`src/rtl/dmem_arb_pkg.sv`:
```
// dmem_arb_pkg
// Shared types and constants for the data-memory arbiter.
//   state_t : arbiter FSM state (IDLE: memory free, BURST: accelerator owns the port)
//   owner_t : which requester drives the memory port in the current cycle
//   WORD_BYTES : byte stride between consecutive burst beats
package dmem_arb_pkg;

   localparam int unsigned WORD_BYTES = 4;

   typedef enum logic [0:0] {
      IDLE  = 1'b0,
      BURST = 1'b1
   } state_t;

   typedef enum logic [1:0] {
      NONE = 2'd0,
      CORE = 2'd1,
      ACC  = 2'd2
   } owner_t;

endpackage

```
`src/rtl/dmem_arbiter_if.sv`:
```
// dmem_arbiter_if
// Accelerator load-store burst port.
//   acc_req/acc_we/acc_addr/acc_len : burst request, held until acc_gnt
//   acc_wdata                       : write data for the current beat
//   acc_gnt                         : burst accepted, beat 0 on the memory port
//   acc_beat                        : a beat is on the memory port this cycle
//   acc_rdata                       : read data for the current beat
//   acc_done                        : final beat of the burst
// master = accelerator side, slave = arbiter side.
interface dmem_arbiter_if #(
   parameter int ADDR_W = 32,
   parameter int DATA_W = 32,
   parameter int LEN_W  = 4
);
   logic              acc_req;
   logic              acc_we;
   logic [ADDR_W-1:0] acc_addr;
   logic [LEN_W-1:0]  acc_len;
   logic [DATA_W-1:0] acc_wdata;
   logic              acc_gnt;
   logic              acc_beat;
   logic [DATA_W-1:0] acc_rdata;
   logic              acc_done;

   modport master (
      output acc_req, acc_we, acc_addr, acc_len, acc_wdata,
      input  acc_gnt, acc_beat, acc_rdata, acc_done
   );

   modport slave (
      input  acc_req, acc_we, acc_addr, acc_len, acc_wdata,
      output acc_gnt, acc_beat, acc_rdata, acc_done
   );
endinterface

```
`src/rtl/dmem_arb_burst_gen.sv`:
```
// dmem_arb_burst_gen
// Address/beat sequencer for accelerator bursts.
//   clk, rst : clock, synchronous active-low reset
//   load     : grant cycle; latch base+WORD_BYTES as the beat-1 address and len
//   advance  : a burst beat was issued; step address and beat count
//   base,len : burst base address and beats-minus-one, sampled on load
//   addr     : address of the current burst beat (wraps mod 2^ADDR_W)
//   last     : current beat is the final one
//   beat     : index of the current beat (1..len while in a burst)
module dmem_arb_burst_gen
   import dmem_arb_pkg::*;
#(
   parameter int ADDR_W = 32,
   parameter int LEN_W  = 4
) (
   input  logic              clk,
   input  logic              rst,
   input  logic              load,
   input  logic              advance,
   input  logic [ADDR_W-1:0] base,
   input  logic [LEN_W-1:0]  len,
   output logic [ADDR_W-1:0] addr,
   output logic              last,
   output logic [LEN_W-1:0]  beat
);

   logic [ADDR_W-1:0] addr_r;
   logic [LEN_W-1:0]  len_r;
   logic [LEN_W-1:0]  beat_r;

   // Beat address, length and beat counter registers.
   always_ff @(posedge clk) begin
      if (!rst) begin
         addr_r <= {ADDR_W{1'b0}};
         len_r  <= {LEN_W{1'b0}};
         beat_r <= {LEN_W{1'b0}};
      end else if (load) begin
         // Beat 0 goes out in the grant cycle from the live request, so the
         // latched address already points at beat 1.
         addr_r <= base + ADDR_W'(WORD_BYTES);
         len_r  <= len;
         beat_r <= LEN_W'(1);
      end else if (advance) begin
         addr_r <= addr_r + ADDR_W'(WORD_BYTES);
         beat_r <= beat_r + LEN_W'(1);
      end else begin
         addr_r <= addr_r;
         len_r  <= len_r;
         beat_r <= beat_r;
      end
   end

   assign addr = addr_r;
   assign beat = beat_r;
   assign last = (beat_r == len_r);

endmodule

```
`src/rtl/dmem_arbiter.sv`:
```
// dmem_arbiter
// Shares the single-port data memory between the core MEM stage (port C,
// single-cycle accesses) and the accelerator burst port (port A,
// non-preemptible word bursts). Port A gains priority after MAX_WAIT
// refused cycles.
//   clk, rst          : clock, synchronous active-low reset
//   core_*            : core request, store data, load data and stall
//   acc               : accelerator burst port (dmem_arbiter_if.slave)
//   mem_*             : data_mem write enable, address, write data, read data
//   perf_core_stalls  : stalled core cycles  (DMEM_ARB_PERF_EN only, else 0)
//   perf_acc_beats    : accelerator beats    (DMEM_ARB_PERF_EN only, else 0)
// Optional feature macro: DMEM_ARB_PERF_EN
module dmem_arbiter
   import dmem_arb_pkg::*;
#(
   parameter int ADDR_W   = 32,
   parameter int DATA_W   = 32,
   parameter int LEN_W    = 4,
   parameter int MAX_WAIT = 8
) (
   input  logic              clk,
   input  logic              rst,
   input  logic              core_req,
   input  logic              core_we,
   input  logic [ADDR_W-1:0] core_addr,
   input  logic [DATA_W-1:0] core_wdata,
   output logic [DATA_W-1:0] core_rdata,
   output logic              core_stall,
   dmem_arbiter_if.slave     acc,
   output logic              mem_we,
   output logic [ADDR_W-1:0] mem_addr,
   output logic [DATA_W-1:0] mem_wdata,
   input  logic [DATA_W-1:0] mem_rdata,
   output logic [31:0]       perf_core_stalls,
   output logic [31:0]       perf_acc_beats
);

   localparam int WAIT_W = $clog2(MAX_WAIT + 1);

   state_t            state_r;
   state_t            state_nxt_s;
   owner_t            owner_s;
   logic [WAIT_W-1:0] wait_r;
   logic              we_r;
   logic              acc_win_s;
   logic              bg_advance_s;
   logic [ADDR_W-1:0] bg_addr_s;
   logic              bg_last_s;
   logic [LEN_W-1:0]  bg_beat_s;

   // Port A wins an idle port when the core is quiet or has starved it long enough.
   assign acc_win_s = rst && (state_r == IDLE) && acc.acc_req &&
                      (!core_req || (wait_r >= WAIT_W'(MAX_WAIT)));

   assign bg_advance_s = rst && (state_r == BURST);

   dmem_arb_burst_gen #(
      .ADDR_W (ADDR_W),
      .LEN_W  (LEN_W)
   ) u_burst_gen (
      .clk     (clk),
      .rst     (rst),
      .load    (acc_win_s),
      .advance (bg_advance_s),
      .base    (acc.acc_addr),
      .len     (acc.acc_len),
      .addr    (bg_addr_s),
      .last    (bg_last_s),
      .beat    (bg_beat_s)
   );

   // FSM state register.
   always_ff @(posedge clk) begin
      if (!rst) begin
         state_r <= IDLE;
      end else begin
         state_r <= state_nxt_s;
      end
   end

   // FSM next-state logic.
   always_comb begin
      state_nxt_s = state_r;
      case (state_r)
         IDLE: begin
            if (acc_win_s && (acc.acc_len != {LEN_W{1'b0}})) begin
               state_nxt_s = BURST;
            end else begin
               state_nxt_s = IDLE;
            end
         end
         BURST: begin
            // A zero beat index can only mean a corrupted sequencer; leave the burst.
            if (bg_last_s || (bg_beat_s == {LEN_W{1'b0}})) begin
               state_nxt_s = IDLE;
            end else begin
               state_nxt_s = BURST;
            end
         end
         default: state_nxt_s = IDLE;
      endcase
   end

   // FSM outputs: port ownership and the memory-port mux.
   always_comb begin
      owner_s      = NONE;
      mem_we       = 1'b0;
      mem_addr     = {ADDR_W{1'b0}};
      mem_wdata    = {DATA_W{1'b0}};
      acc.acc_gnt  = 1'b0;
      acc.acc_done = 1'b0;
      case (state_r)
         IDLE: begin
            if (!rst) begin
               owner_s = NONE;
            end else if (acc_win_s) begin
               owner_s      = ACC;
               acc.acc_gnt  = 1'b1;
               acc.acc_done = (acc.acc_len == {LEN_W{1'b0}});
               mem_we       = acc.acc_we;
               mem_addr     = acc.acc_addr;
               mem_wdata    = acc.acc_wdata;
            end else if (core_req) begin
               owner_s   = CORE;
               mem_we    = core_we;
               mem_addr  = core_addr;
               mem_wdata = core_wdata;
            end else begin
               owner_s = NONE;
            end
         end
         BURST: begin
            if (!rst) begin
               owner_s = NONE;
            end else begin
               owner_s      = ACC;
               acc.acc_done = bg_last_s;
               mem_we       = we_r;
               mem_addr     = bg_addr_s;
               mem_wdata    = acc.acc_wdata;
            end
         end
         default: owner_s = NONE;
      endcase
   end

   assign acc.acc_beat  = (owner_s == ACC);
   assign core_stall    = core_req && (owner_s != CORE);
   assign core_rdata    = mem_rdata;
   assign acc.acc_rdata = mem_rdata;

   // Burst direction latched at grant so mid-burst acc_we changes are ignored.
   always_ff @(posedge clk) begin
      if (!rst) begin
         we_r <= 1'b0;
      end else if (acc_win_s) begin
         we_r <= acc.acc_we;
      end else begin
         we_r <= we_r;
      end
   end

   // Starvation counter for port A, saturating at MAX_WAIT.
   always_ff @(posedge clk) begin
      if (!rst) begin
         wait_r <= {WAIT_W{1'b0}};
      end else if (!acc.acc_req || acc_win_s) begin
         wait_r <= {WAIT_W{1'b0}};
      end else if (wait_r < WAIT_W'(MAX_WAIT)) begin
         wait_r <= wait_r + WAIT_W'(1);
      end else begin
         wait_r <= wait_r;
      end
   end

`ifdef DMEM_ARB_PERF_EN
   logic [31:0] perf_stall_r;
   logic [31:0] perf_beat_r;

   // Free-running, wrapping performance counters.
   always_ff @(posedge clk) begin
      if (!rst) begin
         perf_stall_r <= 32'd0;
         perf_beat_r  <= 32'd0;
      end else begin
         perf_stall_r <= perf_stall_r + (core_stall ? 32'd1 : 32'd0);
         perf_beat_r  <= perf_beat_r + (acc.acc_beat ? 32'd1 : 32'd0);
      end
   end

   assign perf_core_stalls = perf_stall_r;
   assign perf_acc_beats   = perf_beat_r;
`else
   assign perf_core_stalls = 32'd0;
   assign perf_acc_beats   = 32'd0;
`endif

endmodule

```
`src/flat_wrapper.sv`:
```
// flat-port wrapper written by rule: the top's interface ports become plain ports
module dmem_arbiter_flat import dmem_arb_pkg::*;
#(
   parameter int ADDR_W   = 32,
   parameter int DATA_W   = 32,
   parameter int LEN_W    = 4,
   parameter int MAX_WAIT = 8
)
  (clk, rst, core_req, core_we, core_addr, core_wdata, core_rdata, core_stall, mem_we, mem_addr, mem_wdata, mem_rdata, perf_core_stalls, perf_acc_beats, acc_acc_req, acc_acc_we, acc_acc_addr, acc_acc_len, acc_acc_wdata, acc_acc_gnt, acc_acc_beat, acc_acc_rdata, acc_acc_done);
  dmem_arbiter_if #(.ADDR_W(ADDR_W), .DATA_W(DATA_W), .LEN_W(LEN_W)) acc_i ();
  input  logic clk;
  input  logic rst;
  input  logic core_req;
  input  logic core_we;
  input  logic [ADDR_W-1:0] core_addr;
  input  logic [DATA_W-1:0] core_wdata;
  output logic [DATA_W-1:0] core_rdata;
  output logic core_stall;
  output logic mem_we;
  output logic [ADDR_W-1:0] mem_addr;
  output logic [DATA_W-1:0] mem_wdata;
  input  logic [DATA_W-1:0] mem_rdata;
  output logic [31:0] perf_core_stalls;
  output logic [31:0] perf_acc_beats;
  input wire logic [$bits(acc_i.acc_req)-1:0] acc_acc_req;
  input wire logic [$bits(acc_i.acc_we)-1:0] acc_acc_we;
  input wire logic [$bits(acc_i.acc_addr)-1:0] acc_acc_addr;
  input wire logic [$bits(acc_i.acc_len)-1:0] acc_acc_len;
  input wire logic [$bits(acc_i.acc_wdata)-1:0] acc_acc_wdata;
  output wire logic [$bits(acc_i.acc_gnt)-1:0] acc_acc_gnt;
  output wire logic [$bits(acc_i.acc_beat)-1:0] acc_acc_beat;
  output wire logic [$bits(acc_i.acc_rdata)-1:0] acc_acc_rdata;
  output wire logic [$bits(acc_i.acc_done)-1:0] acc_acc_done;
  assign acc_i.acc_req = acc_acc_req;
  assign acc_i.acc_we = acc_acc_we;
  assign acc_i.acc_addr = acc_acc_addr;
  assign acc_i.acc_len = acc_acc_len;
  assign acc_i.acc_wdata = acc_acc_wdata;
  assign acc_acc_gnt = acc_i.acc_gnt;
  assign acc_acc_beat = acc_i.acc_beat;
  assign acc_acc_rdata = acc_i.acc_rdata;
  assign acc_acc_done = acc_i.acc_done;
  dmem_arbiter #(.ADDR_W(ADDR_W), .DATA_W(DATA_W), .LEN_W(LEN_W), .MAX_WAIT(MAX_WAIT)) u_core (.clk(clk), .rst(rst), .core_req(core_req), .core_we(core_we), .core_addr(core_addr), .core_wdata(core_wdata), .core_rdata(core_rdata), .core_stall(core_stall), .acc(acc_i), .mem_we(mem_we), .mem_addr(mem_addr), .mem_wdata(mem_wdata), .mem_rdata(mem_rdata), .perf_core_stalls(perf_core_stalls), .perf_acc_beats(perf_acc_beats));
endmodule
```
`config.mk`:
```
export PLATFORM = sky130hd
export DESIGN_NAME = dmem_arbiter_flat
export DESIGN_NICKNAME = d
export VERILOG_FILES = /design/src/rtl/dmem_arb_pkg.sv /design/src/rtl/dmem_arbiter_if.sv /design/src/rtl/dmem_arb_burst_gen.sv /design/src/rtl/dmem_arbiter.sv /design/src/flat_wrapper.sv
export SDC_FILE = /design/constraint.sdc
export NUM_CORES = 1
export LEC_CHECK = 0
export ABC_AREA = 1
export BUFFER_PORTS_ARGS = -buffer_cell sky130_fd_sc_hd__buf_2
export CAP_MARGIN = 20
export CORE_MARGIN = 1.5
export CORE_UTILIZATION = 25
export CTS_CLUSTER_DIAMETER = 60
export DETAILED_ROUTE_END_ITERATION = 7
export SLEW_MARGIN = 0
export SYNTH_ARGS = -nofsm -noshare
export SYNTH_HDL_FRONTEND = slang
export SYNTH_SLANG_ARGS = --single-unit
```
`constraint.sdc`:
```
create_clock -name clk -period 3.4 [get_ports clk]
set_clock_uncertainty 0.15 [all_clocks]
set_input_delay 0.34 -clock clk [delete_from_list [all_inputs] [get_ports clk]]
set_output_delay 0.34 -clock clk [all_outputs]
set_load 0.02 [all_outputs]
```
# Word-level counts from Yosys, hierarchy flattened
# Index checks and enable logic that the tools add are counted.
# totals
regBits	46
# op_classes
add_sub_neg	4
magnitude_cmp	2
n_eq_ne	3
n_mux	34
bitwise	2
reduce_logical	17
# op_table
operator	count
32-bit 2-to-1 mux	10
32-bit one-hot mux with 2 select lines	2
32-bit by 3-bit adder with 32-bit output, second input constant	2
1-bit 2-to-1 mux	15
4-bit by 1-bit adder with 4-bit output, second input constant	2
4-bit logical NOT	2
1-bit logical AND	6
2-bit 2-to-1 mux	3
1-bit one-hot mux with 2 select lines	3
4-bit == test	1
4-bit >= comparator, second input constant	1
4-bit less-than comparator, second input constant	1
2-bit one-hot mux with 2 select lines	1
4-bit nonzero test	1
2-bit OR reduction	2
1-bit logical OR	3
2-bit == test, second input constant	1
1-bit logical NOT	2
2-bit by 1-bit != test with 1-bit output, second input constant	1
1-bit NOT	2
2-bit nonzero test	1

# Depth between registers and ports, before layout
# depth
depth_word	9
ltp_mapped	17
mapped_depth_nobuf	17

# By module
# From an unflattened synthesis, not the netlist that was laid out.
# hier_totals
cells_unflattened	948
hier_area_um2	5501.5
# by_module_without_submodules
mod	instances	cells_each	area_per_inst_um2	seq_area_each_um2
dmem_arb_burst_gen	1	479	2788.9	800.8
dmem_arbiter	1	469	2712.6	120.1

# Worst setup path before layout
# OpenSTA, ideal clock, no wires.
# synth_timing
kind	input-to-output
startpoint	in core_req
endpoint	out mem_addr[5]
t_arrival_ps	1766
required_ps	2910
setup_slack_ps	1144
stages	8
cell_sequence	buf_2 nand2_4 nand2_4 nor2_8 buf_4 clkbuf_1 a31oi_1 o22ai_1
# synth_via
elab_chain_len	6
elab_cells_between_ends	7
# synth_lines
item	line_no	source
start, declared	flat_wrapper.sv:13	input logic core_req;
1-bit logical NOT	dmem_arbiter.sv:53	(!core_req || (wait_r >= WAIT_W'(MAX_WAIT)));
1-bit logical OR	dmem_arbiter.sv:53	
1-bit logical AND	dmem_arbiter.sv:52	assign acc_win_s = rst && (state_r == IDLE) && acc.acc_req &&
32-bit 2-to-1 mux (*)	dmem_arbiter.sv:116	end else if (acc_win_s) begin
32-bit 2-to-1 mux (*)	dmem_arbiter.sv:114	if (!rst) begin
32-bit one-hot mux with 2 select lines (*)	dmem_arbiter.sv:112	case (state_r)
end, declared	flat_wrapper.sv:20	output logic [ADDR_W-1:0] mem_addr;
# Mark *: on every way between the ends. The rest lies on a longest branch, timed or not.

# Worst setup path in the final report
# layout_timing
startpoint	reg u_core.wait_r[3]
endpoint	out mem_addr[2]
# layout_via
elab_chain_len	6
# layout_lines
item	line_no	source
start, declared	dmem_arbiter.sv:43	logic [WAIT_W-1:0] wait_r;
start signal, assigned	dmem_arbiter.sv:166	wait_r <= {WAIT_W{1'b0}};
start signal, assigned	dmem_arbiter.sv:168	wait_r <= {WAIT_W{1'b0}};
start signal, assigned	dmem_arbiter.sv:170	wait_r <= wait_r + WAIT_W'(1);
4-bit >= comparator	dmem_arbiter.sv:53	
1-bit logical OR	dmem_arbiter.sv:53	
1-bit logical AND	dmem_arbiter.sv:52	
32-bit 2-to-1 mux	dmem_arbiter.sv:116	
32-bit 2-to-1 mux	dmem_arbiter.sv:114	
32-bit one-hot mux with 2 select lines	dmem_arbiter.sv:112	
# No other way between the ends.

==> flow_summary.rst <==
.. list-table::
   :header-rows: 1

   * - Metric
     - Value
   * - Result of the run
     - complete, no violations
   * - Critical Path Sink
     - mem_addr[2]
   * - Layout area overhead
     - 13.7%
   * - Destination of the worst register-to-register timing path
     - u_core.u_burst_gen.addr[30]
   * - Number of nets at the end of the flow
     - 1083
   * - Antenna violations before repair
     - 1
   * - Floorplan die height
     - 146 um
   * - Average cell area after synthesis
     - 6.52 um^2
   * - Count of clock tree sinks
     - 46
   * - Ratio of cells with drive above 1 in the final layout
     - 0.298
   * - Final hold viol count
     - 0
   * - # port buffers
     - 206
   * - Overall power consumption
     - 1770 uW
   * - Remaining design rule violation count
     - 0
   * - Final clock period utilization by the worst path
     - 0.799
   * - Number of top-level pins
     - 367
   * - Crit. Startpoint
     - u_core.wait_r[3]
   * - Time the final worst path needs with I/O delays and setup
     - 2720 ps
   * - Clock tree from TritonCTS
     - done
   * - Root Buffer Master
     - sky130_fd_sc_hd__clkbuf_16
   * - Number of CTS-inserted buffers
     - 5
   * - Hold buffer count at cts
     - 0
   * - Post-synth EDFFs
     - 0
   * - Wire length of the first global-routing pass
     - 29400 um
   * - Grt total ovfl
     - 0
   * - Gp weighted congestion
     - 0.939
   * - Non-filler instance count after layout
     - 1179
   * - Placeable core area
     - 20200 um^2
   * - Number of routed nets with antenna violations
     - 0
   * - Maximum fanout count along the critical path
     - 35
   * - Clock transition at the registers of the reported paths
     - 70 ps
   * - Ratio of routed vias to standard cells
     - 4.57
   * - Routed vias
     - 5384
   * - Cell area after synthesis
     - 5140 um^2
   * - Leak Pwr
     - 0.00289 uW
   * - Final routed wirelength across all metal layers
     - 20000 um
   * - Number of warnings reported in the yosys synthesis log
     - 0
   * - Summed area of non-filler cells in the final layout
     - 5840 um^2
   * - Initial Utilization
     - 0.255
   * - Worst-Skew Late Latency
     - 300 ps
   * - Die Span X
     - 146 um
   * - DRC violation total after the first TritonRoute iteration
     - 267
   * - MaxCap Viol Count
     - 0
   * - Max Clock Freq
     - 368 MHz
   * - Number of global-route vias before repair
     - 5019
   * - Setup repair after global routing missed its margin
     - no
   * - Max H-tree Level
     - 2
   * - Total global routing track utilization
     - 0.179
   * - Largest vdd supply drop
     - 0.186 mV
   * - Area of the die
     - 21400 um^2
   * - Number of cells upsized or downsized after cts
     - 0
   * - Worst Setup Start Kind
     - flip-flop
   * - Capturing element type of the critical path
     - output pin
   * - Worst path required time
     - 2910 ps
   * - PwrDens
     - 303 nW/um^2
   * - Hold/Removal Path Class
     - input pin to flip-flop
   * - Slew HR
     - 0.515
   * - R2r startpoint
     - u_core.wait_r[3]
   * - Signal arrival time at the worst endpoint
     - 2230 ps
   * - Seq cells post-synth
     - 46
   * - Hpwl dp
     - 16500 um
   * - Post-synth top flop
     - sky130_fd_sc_hd__dfxtp_1
   * - Final setup vio count
     - 0
   * - Bufs on Longest Clock Path
     - 2
   * - Register-to-register setup slack
     - 700 ps
   * - Final TNS setup
     - 0 ps
   * - Number of optimization iterations in the first detailed-route pass
     - 5
   * - Distinct cell type count after synthesis
     - 42
   * - Core Rows
     - 52
   * - Total cell area at the placement stage
     - 5690 um^2
   * - Inserted Diodes
     - 0
   * - Share of synthesized area occupied by flip-flops and latches
     - 0.179
   * - Register-to-Register Path Depth
     - 16
   * - Setup Crit Path Kind
     - flip-flop to output pin
   * - Slew @ Worst Pin
     - 728 ps
   * - Number of standard cells after synthesis
     - 788
   * - Beginning of the worst hold path
     - acc_acc_addr[0]
   * - Total of fill cells in the finished design
     - 2328
   * - Routed wire per std cell
     - 17.0 um
   * - Post-synthesis async set-or-reset flop share
     - 0
   * - Number of placed instances with taps included
     - 1171
   * - Final Slew Violations
     - 0
   * - Post-CTS setup buffer count
     - 0
   * - Pin count of the biggest net entering global routing
     - 67
-- critical path: stages (launching register included) --
cell and delay (ps):
sky130_fd_sc_hd__dfxtp_1 360, sky130_fd_sc_hd__inv_2 100, sky130_fd_sc_hd__nand2_4 130, sky130_fd_sc_hd__nand2_4 80
sky130_fd_sc_hd__nor2_8 240, sky130_fd_sc_hd__nor2_2 70, sky130_fd_sc_hd__inv_2 450, sky130_fd_sc_hd__a32o_1 290
sky130_fd_sc_hd__buf_2 190
-- synthesized netlist by cell type (7+ instances only) --
cell type                    n  share of area
sky130_fd_sc_hd__nand2_1   159           0.12
sky130_fd_sc_hd__buf_4     132           0.19
sky130_fd_sc_hd__inv_1      87          0.064
sky130_fd_sc_hd__nand3_1    78          0.076
sky130_fd_sc_hd__dfxtp_1    46           0.18
sky130_fd_sc_hd__nor2_1     35          0.026
sky130_fd_sc_hd__a21oi_1    33          0.032
sky130_fd_sc_hd__a32o_1     33          0.064
sky130_fd_sc_hd__o211ai_1   26          0.038
sky130_fd_sc_hd__clkbuf_1   24          0.018
sky130_fd_sc_hd__o21ai_0    19          0.019
sky130_fd_sc_hd__nand4_1    15          0.018
sky130_fd_sc_hd__nand2_2    14          0.017
sky130_fd_sc_hd__nor2_2      8         0.0097
sky130_fd_sc_hd__xnor2_1     8          0.014
sky130_fd_sc_hd__nor2_4      7          0.015
sky130_fd_sc_hd__xor2_1      7          0.012
-- per-layer routing --
layer  wire, um  vias to the layer above  GRT usage
met5         13                        -          0
met4        237                        2     0.0364
met3       1250                       23     0.0347
met2      10300                      230      0.335
met1       8220                     2480      0.210
li1           -                     2649          -
-- sequential cells by signal, summed over array words and instances, names as in the netlist --
| register | flops |
|---|---|
| u_core.u_burst_gen.addr | 32 |
| u_core.u_burst_gen.beat | 4 |
| u_core.u_burst_gen.len_r | 4 |
| u_core.wait_r | 4 |
| u_core.state_r | 1 |
| u_core.we_r | 1 |
-- kinds of logic (layout without fill, tap and decap cells) --
logic type | Yosys count | in the layout | share of synthesized area
and+or+nand+nor | 332 | 332 | 0.309
buffers and inverters | 260 | 318 | 0.292
AOI/OAI and AO/OA | 129 | 129 | 0.181
DFF | 46 | 46 | 0.179
xor gates and xnor gates | 15 | 15 | 0.0256
adders and majority gates | 5 | 5 | 0.0122
other | 1 | 64 | 0.000730
-- worst min-delay path by stage --
stage	end	slack [ps]	cells after the start
after floorplan	u_core.u_burst_gen.addr[0]	300	2
after global placement	u_core.wait_r[2]	320	2
after detailed placement	u_core.u_burst_gen.addr[1]	320	2
after CTS	u_core.u_burst_gen.addr[0]	120	3
after global routing	u_core.u_burst_gen.len_r[0]	140	2
final	u_core.u_burst_gen.addr[0]	110	3
-- area by class of cell --
cell class / count / area [um^2] / area share
inverters: 95 / 359 / 0.0615
flip-flops and latches: 46 / 921 / 0.158
clock inverters: 3 / 23.8 / 0.00407
well taps: 270 / 338 / 0.0579
multi-input cells: 545 / 2960 / 0.507
clock buffers: 5 / 125 / 0.0214
repair buffers: 215 / 1110 / 0.190
-- layout by cell type, fill, tap and decap left out, types with 2 or more instances in the layout --
cell type / synthesis / final
sky130_fd_sc_hd__inv_1: 87 / 87
sky130_fd_sc_hd__o211ai_1: 26 / 26
sky130_fd_sc_hd__nand2_1: 159 / 159
sky130_fd_sc_hd__ha_1: 5 / 5
sky130_fd_sc_hd__o22ai_1: 3 / 3
sky130_fd_sc_hd__clkbuf_16: 0 / 5
sky130_fd_sc_hd__a21oi_1: 33 / 33
sky130_fd_sc_hd__clkinvlp_4: 0 / 2
sky130_fd_sc_hd__nor2_8: 2 / 2
sky130_fd_sc_hd__nand2_4: 3 / 3
sky130_fd_sc_hd__xor2_1: 7 / 7
sky130_fd_sc_hd__a31oi_1: 2 / 2
sky130_fd_sc_hd__buf_2: 3 / 206
sky130_fd_sc_hd__dfxtp_1: 46 / 46
sky130_fd_sc_hd__o21ai_0: 19 / 19
sky130_fd_sc_hd__a32o_1: 33 / 33
sky130_fd_sc_hd__buf_4: 132 / 8
sky130_fd_sc_hd__xnor2_1: 8 / 8
sky130_fd_sc_hd__nand3_1: 78 / 78
sky130_fd_sc_hd__and2_1: 2 / 2
sky130_fd_sc_hd__nand4_1: 15 / 15
sky130_fd_sc_hd__o21ai_1: 5 / 5
sky130_fd_sc_hd__nor2_1: 35 / 33
sky130_fd_sc_hd__nand3b_1: 4 / 4
sky130_fd_sc_hd__nor2_2: 8 / 9
sky130_fd_sc_hd__nand2_2: 14 / 14
sky130_fd_sc_hd__a22o_1: 4 / 4
sky130_fd_sc_hd__nor2_4: 7 / 8
sky130_fd_sc_hd__conb_1: 1 / 64
sky130_fd_sc_hd__inv_2: 6 / 6
-- power breakdown --
part	total (uW)	leakage (uW)	switching, uW	internal (uW)
Sequential	596	0.000376	22.8	574
Combinational	654	0.00245	443	211
Clock	522	0.0000664	246	276
-- through the flow --
stage                     hold slack [ps]  setup slack (ps)   util
final                                 114               683  0.290
after global routing                  144               462  0.290
after floorplan                       299              1140      -
after global placement                315               529  0.282
after detailed placement              323               460  0.282
after CTS                             118               633  0.290
Note: power is estimated with default switching activity, not from simulation.
